File: src/rtl/rs232c_rx_fifo.sv
// rs232c_rx_fifo
//   RS-232C receiver with false-start rejection, optional parity, framing,
//   parity and overrun error reporting, and a first-word-fall-through
//   receive FIFO with a valid/ready pop interface.
//
// Parameters
//   CLK_PER_BIT  clocks per bit (>= 4)
//   DATA_BITS    data bits per frame (5..9)
//   PARITY       0 none, 1 even, 2 odd
//   FIFO_AW      FIFO depth is 2**FIFO_AW
//
// Ports
//   CLK          clock
//   XRST         asynchronous active-low reset
//   RS_RX        serial line, idle high, asynchronous to CLK
//   enable       gates acceptance of new start bits only
//   data         FIFO head (registered)
//   valid        FIFO head is valid (registered)
//   ready        pop the head when valid && ready
//   count        FIFO occupancy
//   frame_err    one-cycle pulse: stop bit sampled low
//   parity_err   one-cycle pulse: parity mismatch with a good stop bit
//   overrun      sticky: good frame dropped because the FIFO was full
//   clear_err    clears overrun (a simultaneous new overrun wins)
module rs232c_rx_fifo #(
   parameter int CLK_PER_BIT = 620,
   parameter int DATA_BITS   = 8,
   parameter int PARITY      = 0,
   parameter int FIFO_AW     = 4
) (
   input  logic                 CLK,
   input  logic                 XRST,
   input  logic                 RS_RX,
   input  logic                 enable,
   output logic [DATA_BITS-1:0] data,
   output logic                 valid,
   input  logic                 ready,
   output logic [FIFO_AW:0]     count,
   output logic                 frame_err,
   output logic                 parity_err,
   output logic                 overrun,
   input  logic                 clear_err
);

   localparam int TW    = $clog2(CLK_PER_BIT);
   localparam int BW    = $clog2(DATA_BITS);
   localparam int DEPTH = 1 << FIFO_AW;

   localparam logic [TW-1:0]    HALF_M1  = TW'(CLK_PER_BIT / 2 - 1);
   localparam logic [TW-1:0]    FULL_M1  = TW'(CLK_PER_BIT - 1);
   localparam logic [BW-1:0]    LAST_BIT = BW'(DATA_BITS - 1);
   localparam logic [FIFO_AW:0] DEPTH_C  = (FIFO_AW + 1)'(DEPTH);
   localparam logic             ODD      = (PARITY == 2);

   typedef enum logic [2:0] {
      S_IDLE,
      S_START,
      S_DATA,
      S_PARITY,
      S_STOP,
      S_BREAK
   } state_t;

   // Outcome of a finished frame, acted on one clock after the stop sample.
   typedef struct packed {
      logic push;
      logic ferr;
      logic perr;
   } done_t;

   // ---------------------------------------------------------------------
   // Line synchronizer (idle high)
   // ---------------------------------------------------------------------
   logic rx_m, rx_s;

   always_ff @(posedge CLK or negedge XRST) begin
      if (!XRST) begin
         rx_m <= 1'b1;
         rx_s <= 1'b1;
      end else begin
         rx_m <= RS_RX;
         rx_s <= rx_m;
      end
   end

   // ---------------------------------------------------------------------
   // Receive FSM
   // ---------------------------------------------------------------------
   state_t               state;
   logic [TW-1:0]        tick_cnt;
   logic [BW-1:0]        bit_cnt;
   logic [DATA_BITS-1:0] shreg;
   logic                 par_acc;   // running XOR of sampled data bits
   logic                 par_bad;
   done_t                done;
   logic                 tick_end;

   assign tick_end = (tick_cnt == FULL_M1);

   always_ff @(posedge CLK or negedge XRST) begin
      if (!XRST) begin
         state    <= S_IDLE;
         tick_cnt <= '0;
         bit_cnt  <= '0;
         shreg    <= '0;
         par_acc  <= 1'b0;
         par_bad  <= 1'b0;
         done     <= '0;
      end else begin
         done <= '0;
         case (state)
            S_IDLE: begin
               if (enable && !rx_s) begin
                  state    <= S_START;
                  tick_cnt <= '0;
               end
            end
            S_START: begin
               // Mid-start sample; a high line here was only a glitch.
               if (tick_cnt == HALF_M1) begin
                  tick_cnt <= '0;
                  bit_cnt  <= '0;
                  par_acc  <= 1'b0;
                  par_bad  <= 1'b0;
                  state    <= rx_s ? S_IDLE : S_DATA;
               end else begin
                  tick_cnt <= tick_cnt + 1'b1;
               end
            end
            S_DATA: begin
               if (tick_end) begin
                  tick_cnt <= '0;
                  shreg    <= {rx_s, shreg[DATA_BITS-1:1]};   // LSB first
                  par_acc  <= par_acc ^ rx_s;
                  bit_cnt  <= bit_cnt + 1'b1;
                  if (bit_cnt == LAST_BIT)
                     state <= (PARITY == 0) ? S_STOP : S_PARITY;
               end else begin
                  tick_cnt <= tick_cnt + 1'b1;
               end
            end
            S_PARITY: begin
               if (tick_end) begin
                  tick_cnt <= '0;
                  par_bad  <= ((par_acc ^ rx_s) != ODD);
                  state    <= S_STOP;
               end else begin
                  tick_cnt <= tick_cnt + 1'b1;
               end
            end
            S_STOP: begin
               if (tick_end) begin
                  tick_cnt <= '0;
                  if (!rx_s) begin
                     // Framing error masks any parity error.
                     done.ferr <= 1'b1;
                     state     <= S_BREAK;
                  end else begin
                     done.perr <= par_bad;
                     done.push <= !par_bad;
                     state     <= S_IDLE;
                  end
               end else begin
                  tick_cnt <= tick_cnt + 1'b1;
               end
            end
            S_BREAK: begin
               // A held-low line reports once, then waits for idle.
               if (rx_s)
                  state <= S_IDLE;
            end
            default: state <= S_IDLE;
         endcase
      end
   end

   always_ff @(posedge CLK or negedge XRST) begin
      if (!XRST) begin
         frame_err  <= 1'b0;
         parity_err <= 1'b0;
      end else begin
         frame_err  <= done.ferr;
         parity_err <= done.perr;
      end
   end

   // ---------------------------------------------------------------------
   // Receive FIFO
   // ---------------------------------------------------------------------
   logic [DATA_BITS-1:0] mem [DEPTH];
   logic [FIFO_AW-1:0]   wr_ptr, rd_ptr, rd_nxt;
   logic [FIFO_AW:0]     cnt_vis;
   logic                 pop, full, push_ok;

   assign pop     = valid && ready;
   assign full    = (count == DEPTH_C);
   assign push_ok = done.push && (!full || pop);
   // Entries already in RAM that remain after this cycle's pop; a push in
   // this same cycle becomes visible on the head one clock later.
   assign rd_nxt  = pop ? rd_ptr + 1'b1 : rd_ptr;
   assign cnt_vis = pop ? count - 1'b1 : count;

   always_ff @(posedge CLK) begin
      if (push_ok)
         mem[wr_ptr] <= shreg;
   end

   always_ff @(posedge CLK or negedge XRST) begin
      if (!XRST) begin
         wr_ptr  <= '0;
         rd_ptr  <= '0;
         count   <= '0;
         valid   <= 1'b0;
         data    <= '0;
         overrun <= 1'b0;
      end else begin
         if (push_ok)
            wr_ptr <= wr_ptr + 1'b1;
         rd_ptr <= rd_nxt;
         case ({push_ok, pop})
            2'b10:   count <= count + 1'b1;
            2'b01:   count <= count - 1'b1;
            default: count <= count;
         endcase
         valid <= (cnt_vis != '0);
         if (cnt_vis != '0)
            data <= mem[rd_nxt];
         if (done.push && !push_ok)
            overrun <= 1'b1;
         else if (clear_err)
            overrun <= 1'b0;
      end
   end

endmodule
File: config.mk
export PLATFORM = sky130hd
export DESIGN_NAME = rs232c_rx_fifo
export DESIGN_NICKNAME = d
export VERILOG_FILES = /design/src/rtl/rs232c_rx_fifo.sv
export SDC_FILE = /design/constraint.sdc
export NUM_CORES = 1
export LEC_CHECK = 0
export BUFFER_PORTS_ARGS = -buffer_cell sky130_fd_sc_hd__buf_2
export CORE_MARGIN = 4
export CORE_UTILIZATION = 50
export CTS_CLUSTER_DIAMETER = 120
export DETAILED_ROUTE_END_ITERATION = 16
export GPL_TIMING_DRIVEN = 0
export PLACE_DENSITY = 0.66
export SYNTH_ARGS = -nofsm -noshare
export SYNTH_HDL_FRONTEND = slang
export SYNTH_SLANG_ARGS = --single-unit
File: constraint.sdc
create_clock -name CLK -period 3.55 [get_ports CLK]
set_input_delay 0.5325 -clock CLK [delete_from_list [all_inputs] [get_ports CLK]]
set_output_delay 0.5325 -clock CLK [all_outputs]
set_load 0.05 [all_outputs]
==> out/results.md <==
Global routing
- 33100 um — global-route wire length before repair
- 5856 — vias in the first global route
- 0 — GRT overflow
- 0 — number of antenna violations at the first check in global routing
- 57 — maximum number of pins on one net before global-route repair
- 22.0% — global router's overall resource usage

Power
- 39.5% — switching power as a share of total power
- 41.2% — combinational power share
- 2920 uW — net switching power of the design
- 34.2% — portion of total power attributed to sequential cells
- 7400 uW — total power
- 762 mW/mm^2 — power per cell area
- 24.5% — clock share of power
- 4480 uW — Pint
- 0.000406 V — worst-case vdd ir drop
- 0.00398 uW — static leakage

Clocking
- sky130_fd_sc_hd__clkbuf_16 — root buf cell
- 4 — maximum level of the CTS H-tree
- 0 — # Post-CTS Setup Buffers
- 184 — # clock sinks
- 0 — post-CTS sizing
- 2 — largest buffer count on any clock path
- yes — clock tree from TritonCTS
- 70 ps — clock input transition at the sequential cells of the worst setup and hold paths
- 17 — CTS buffer count
- 0 — hold bufs inserted after CTS
- 430 ps — clock insertion delay at the later pin of the skew report

Worst setup path
- ha_1 > buf_2 > nand3b_1 > clkbuf_1 > o22ai_1 > a221oi_1 > o2bb2ai_1 > a22oi_1 > o21ai_0 — CP cell instances
- 9 — number of cells on the critical path
- compound AO/OA/AOI/OAI gates — cell type group with the largest total delay on the critical path
- 2 — Buffers & Inverters on Critical Path
- sky130_fd_sc_hd__a221oi_1 — Slowest-stage cell, CP
- register to register — Setup CP Type
- register — type of element launching the critical path
- 3880 ps — required time at the endpoint of the critical path
- 3300 ps — data arrival at the endpoint of the critical path
- 9 — worst r2r path cells
- 10 — critical path fanouts, max
- register — capturing element type of the critical path
- 590 ps — Worst path max stage delay

Synth
- 128 x sky130_fd_sc_hd__edfxtp_1, 66 x sky130_fd_sc_hd__mux2i_1, 54 x sky130_fd_sc_hd__dfrtp_1 — leading cell types by count after synthesis
- sky130_fd_sc_hd__edfxtp_1 44%, sky130_fd_sc_hd__dfrtp_1 15%, sky130_fd_sc_hd__mux2i_1 7.5% — synth top area cells
- 30.4% — async set-reset flop share out of synthesis
- 68 — post-synthesis cell type count
- 658 — gate count of the mapped netlist
- sky130_fd_sc_hd__edfxtp_1 — Top FF cell, synth
- 13.3 um^2 — average footprint of a synthesized cell
- sky130_fd_sc_hd__edfxtp_1 — cell taking the most area after synthesis
- 676 — Net Count, Synth
- 184 — number of flip-flops and latches in the synthesized netlist
- 0 — YS warnings
- 43.9% — Yosys top cell area share
- 59.9% — sequential cell area fraction in the yosys report
- 0.00875 mm^2 — area of the mapped netlist
- sky130_fd_sc_hd__edfxtp_1 — most common cell in the synthesized netlist
- 128 — count of flip-flops with a built-in enable after synthesis

Timing
- 337 MHz — fmax
- 11.9 ps — final setup skew
- 0 ps — total negative setup slack
- 870 ps — Worst Tran Pin Value
- false — RSZ-0062 raised after global routing
- 0 — Final Hold Violating Endpoints
- 2970 ps — Final min period
- 42.0% — remaining max-slew budget at the tightest pin
- 0 — Pins Over Slew Limit
- 83.6% — Tcrit/Tclk final
- 0 — count of final setup violators

Placement
- 0.872 — last weighted congestion value of the routability-driven placer
- 904 — total instance count after detailed placement
- 21 — # port buffers
- 14300 um — post-detail-place hpwl

Die
- 140 um — horizontal extent of the die
- 0.0172 mm^2 — total core area
- 0.0197 mm^2 — Die Outline Area
- 48 — # rows
- 23 — number of top-level pins
- 50.8% — initial cell density of the core
- 140 um — Die Height

Routing
- 22.8 um — average wire per cell in the routed design
- 21300 um — wirelength, routed
- 5 — detailed-routing iteration count for the pre-antenna-repair pass
- 0 — number of routed nets with antenna violations
- 0 — Remaining DRCs
- 622 — drt initial violations
- 5809 — number of vias in the routed layout
- 6.21 — post-DR vias/cell

Layout
- 10.9% — synth-to-layout area growth
- 0 — diode insertion count for antenna repair
- 716 — final net count
- 936 — Cell Count, Final, Fillers Out
- 17.6% — layout cells sized above 1

Min path
- input pin to asynchronous set/reset pin — worst hold path class

Run status
- complete, no violations — status

Flow run
- 0 — max-cap check violation count

## cell families (layout without fill, tap and decap cells)
logic type | Yosys count | after routing | share of synthesized area, %
AO/OA/AOI/OAI | 145 | 145 | 11.4
flip-flops | 184 | 184 | 59.9
AND/OR/NAND/NOR | 138 | 138 | 8.43
buffers and inverters | 64 | 117 | 3.54
XOR/XNOR | 19 | 19 | 1.99
multiplexers | 96 | 96 | 12.9
adder cells (fa/ha/maj) | 12 | 12 | 1.71
## path summary, 6_finish.rpt
| check | startpoint | to | slack (ps) |
|---|---|---|---|
| worst max register to register | rd_ptr[1] | data[3] | 580 |
| max in group asynchronous | XRST | shreg[0] | 2920 |
| worst min-delay path | XRST | state[1] | 170 |
| worst min register to register | done[0] | parity_err | 350 |
| worst max-delay path | rd_ptr[1] | data[3] | 580 |
| min in group CLK | RS_RX | rx_m | 210 |
## stage by stage
| step | hold slack (ps) | util [%] | setup slack, ps | cell area [um^2] |
|---|---|---|---|---|
| 3_3_place_gp | 333 | 53.0 | 543 | 9140 |
| 6_report | 168 | 56.3 | 582 | 9710 |
| 5_1_grt | 190 | 56.3 | 484 | 9710 |
| 4_1_cts | 192 | 56.3 | 644 | 9700 |
| 3_5_place_dp | 335 | 53.0 | 512 | 9140 |
| 2_1_floorplan | 237 | - | 1100 | 8750 |
## power by group through the flow
stage,Sequential (uW),Combinational [uW],Clock (uW)
final,2530,3050,1820
after CTS,2530,3010,1840
after floorplan,2780,1940,0
after detailed placement,2580,3010,0
after global routing,2550,3230,1940
after global placement,2560,2950,0
## per-layer routing
layer  up-vias  share of wire [%]  track usage (%)  wire length (um)
met5         -                  0                0                 0
met4         0                2.0             6.94               427
met3        31                6.0             3.55              1280
met2       212                 51             37.9             10900
met1      2965                 41             28.7              8730
li1       2601                  -                -                 -
## layout make-up
class | instances | area [um^2]
Fill cell | 1349 | 7530
Sequential cell | 184 | 5250
Multi-Input combinational cell | 410 | 3200
Clock buffer | 19 | 433
Tap cell | 225 | 282
Buffer | 37 | 209
Clock inverter | 13 | 129
Timing Repair Buffer | 21 | 108
Inverter | 27 | 101
## placed cells by master (no fill, tap or decap), types with 20 or more instances in the layout
| master | instances |
|---|---|
| sky130_fd_sc_hd__nand2_1 | 25 |
| sky130_fd_sc_hd__o21ai_0 | 32 |
| sky130_fd_sc_hd__buf_2 | 35 |
| sky130_fd_sc_hd__edfxtp_1 | 128 |
| sky130_fd_sc_hd__mux2i_1 | 66 |
| sky130_fd_sc_hd__and2_1 | 20 |
| sky130_fd_sc_hd__a21oi_1 | 24 |
| sky130_fd_sc_hd__o22ai_1 | 21 |
| sky130_fd_sc_hd__inv_1 | 23 |
| sky130_fd_sc_hd__nor2_1 | 38 |
| sky130_fd_sc_hd__dfrtp_1 | 54 |
## state kept, by name, indices dropped and copies added, names as in the netlist, 3 cells and up
signal,count
bit_cnt,3
wr_ptr,4
state,3
data,8
count,5
tick_cnt,10
shreg,8
done,3
mem,128
rd_ptr,4
No activity file was read; power rests on OpenSTA's default activity.
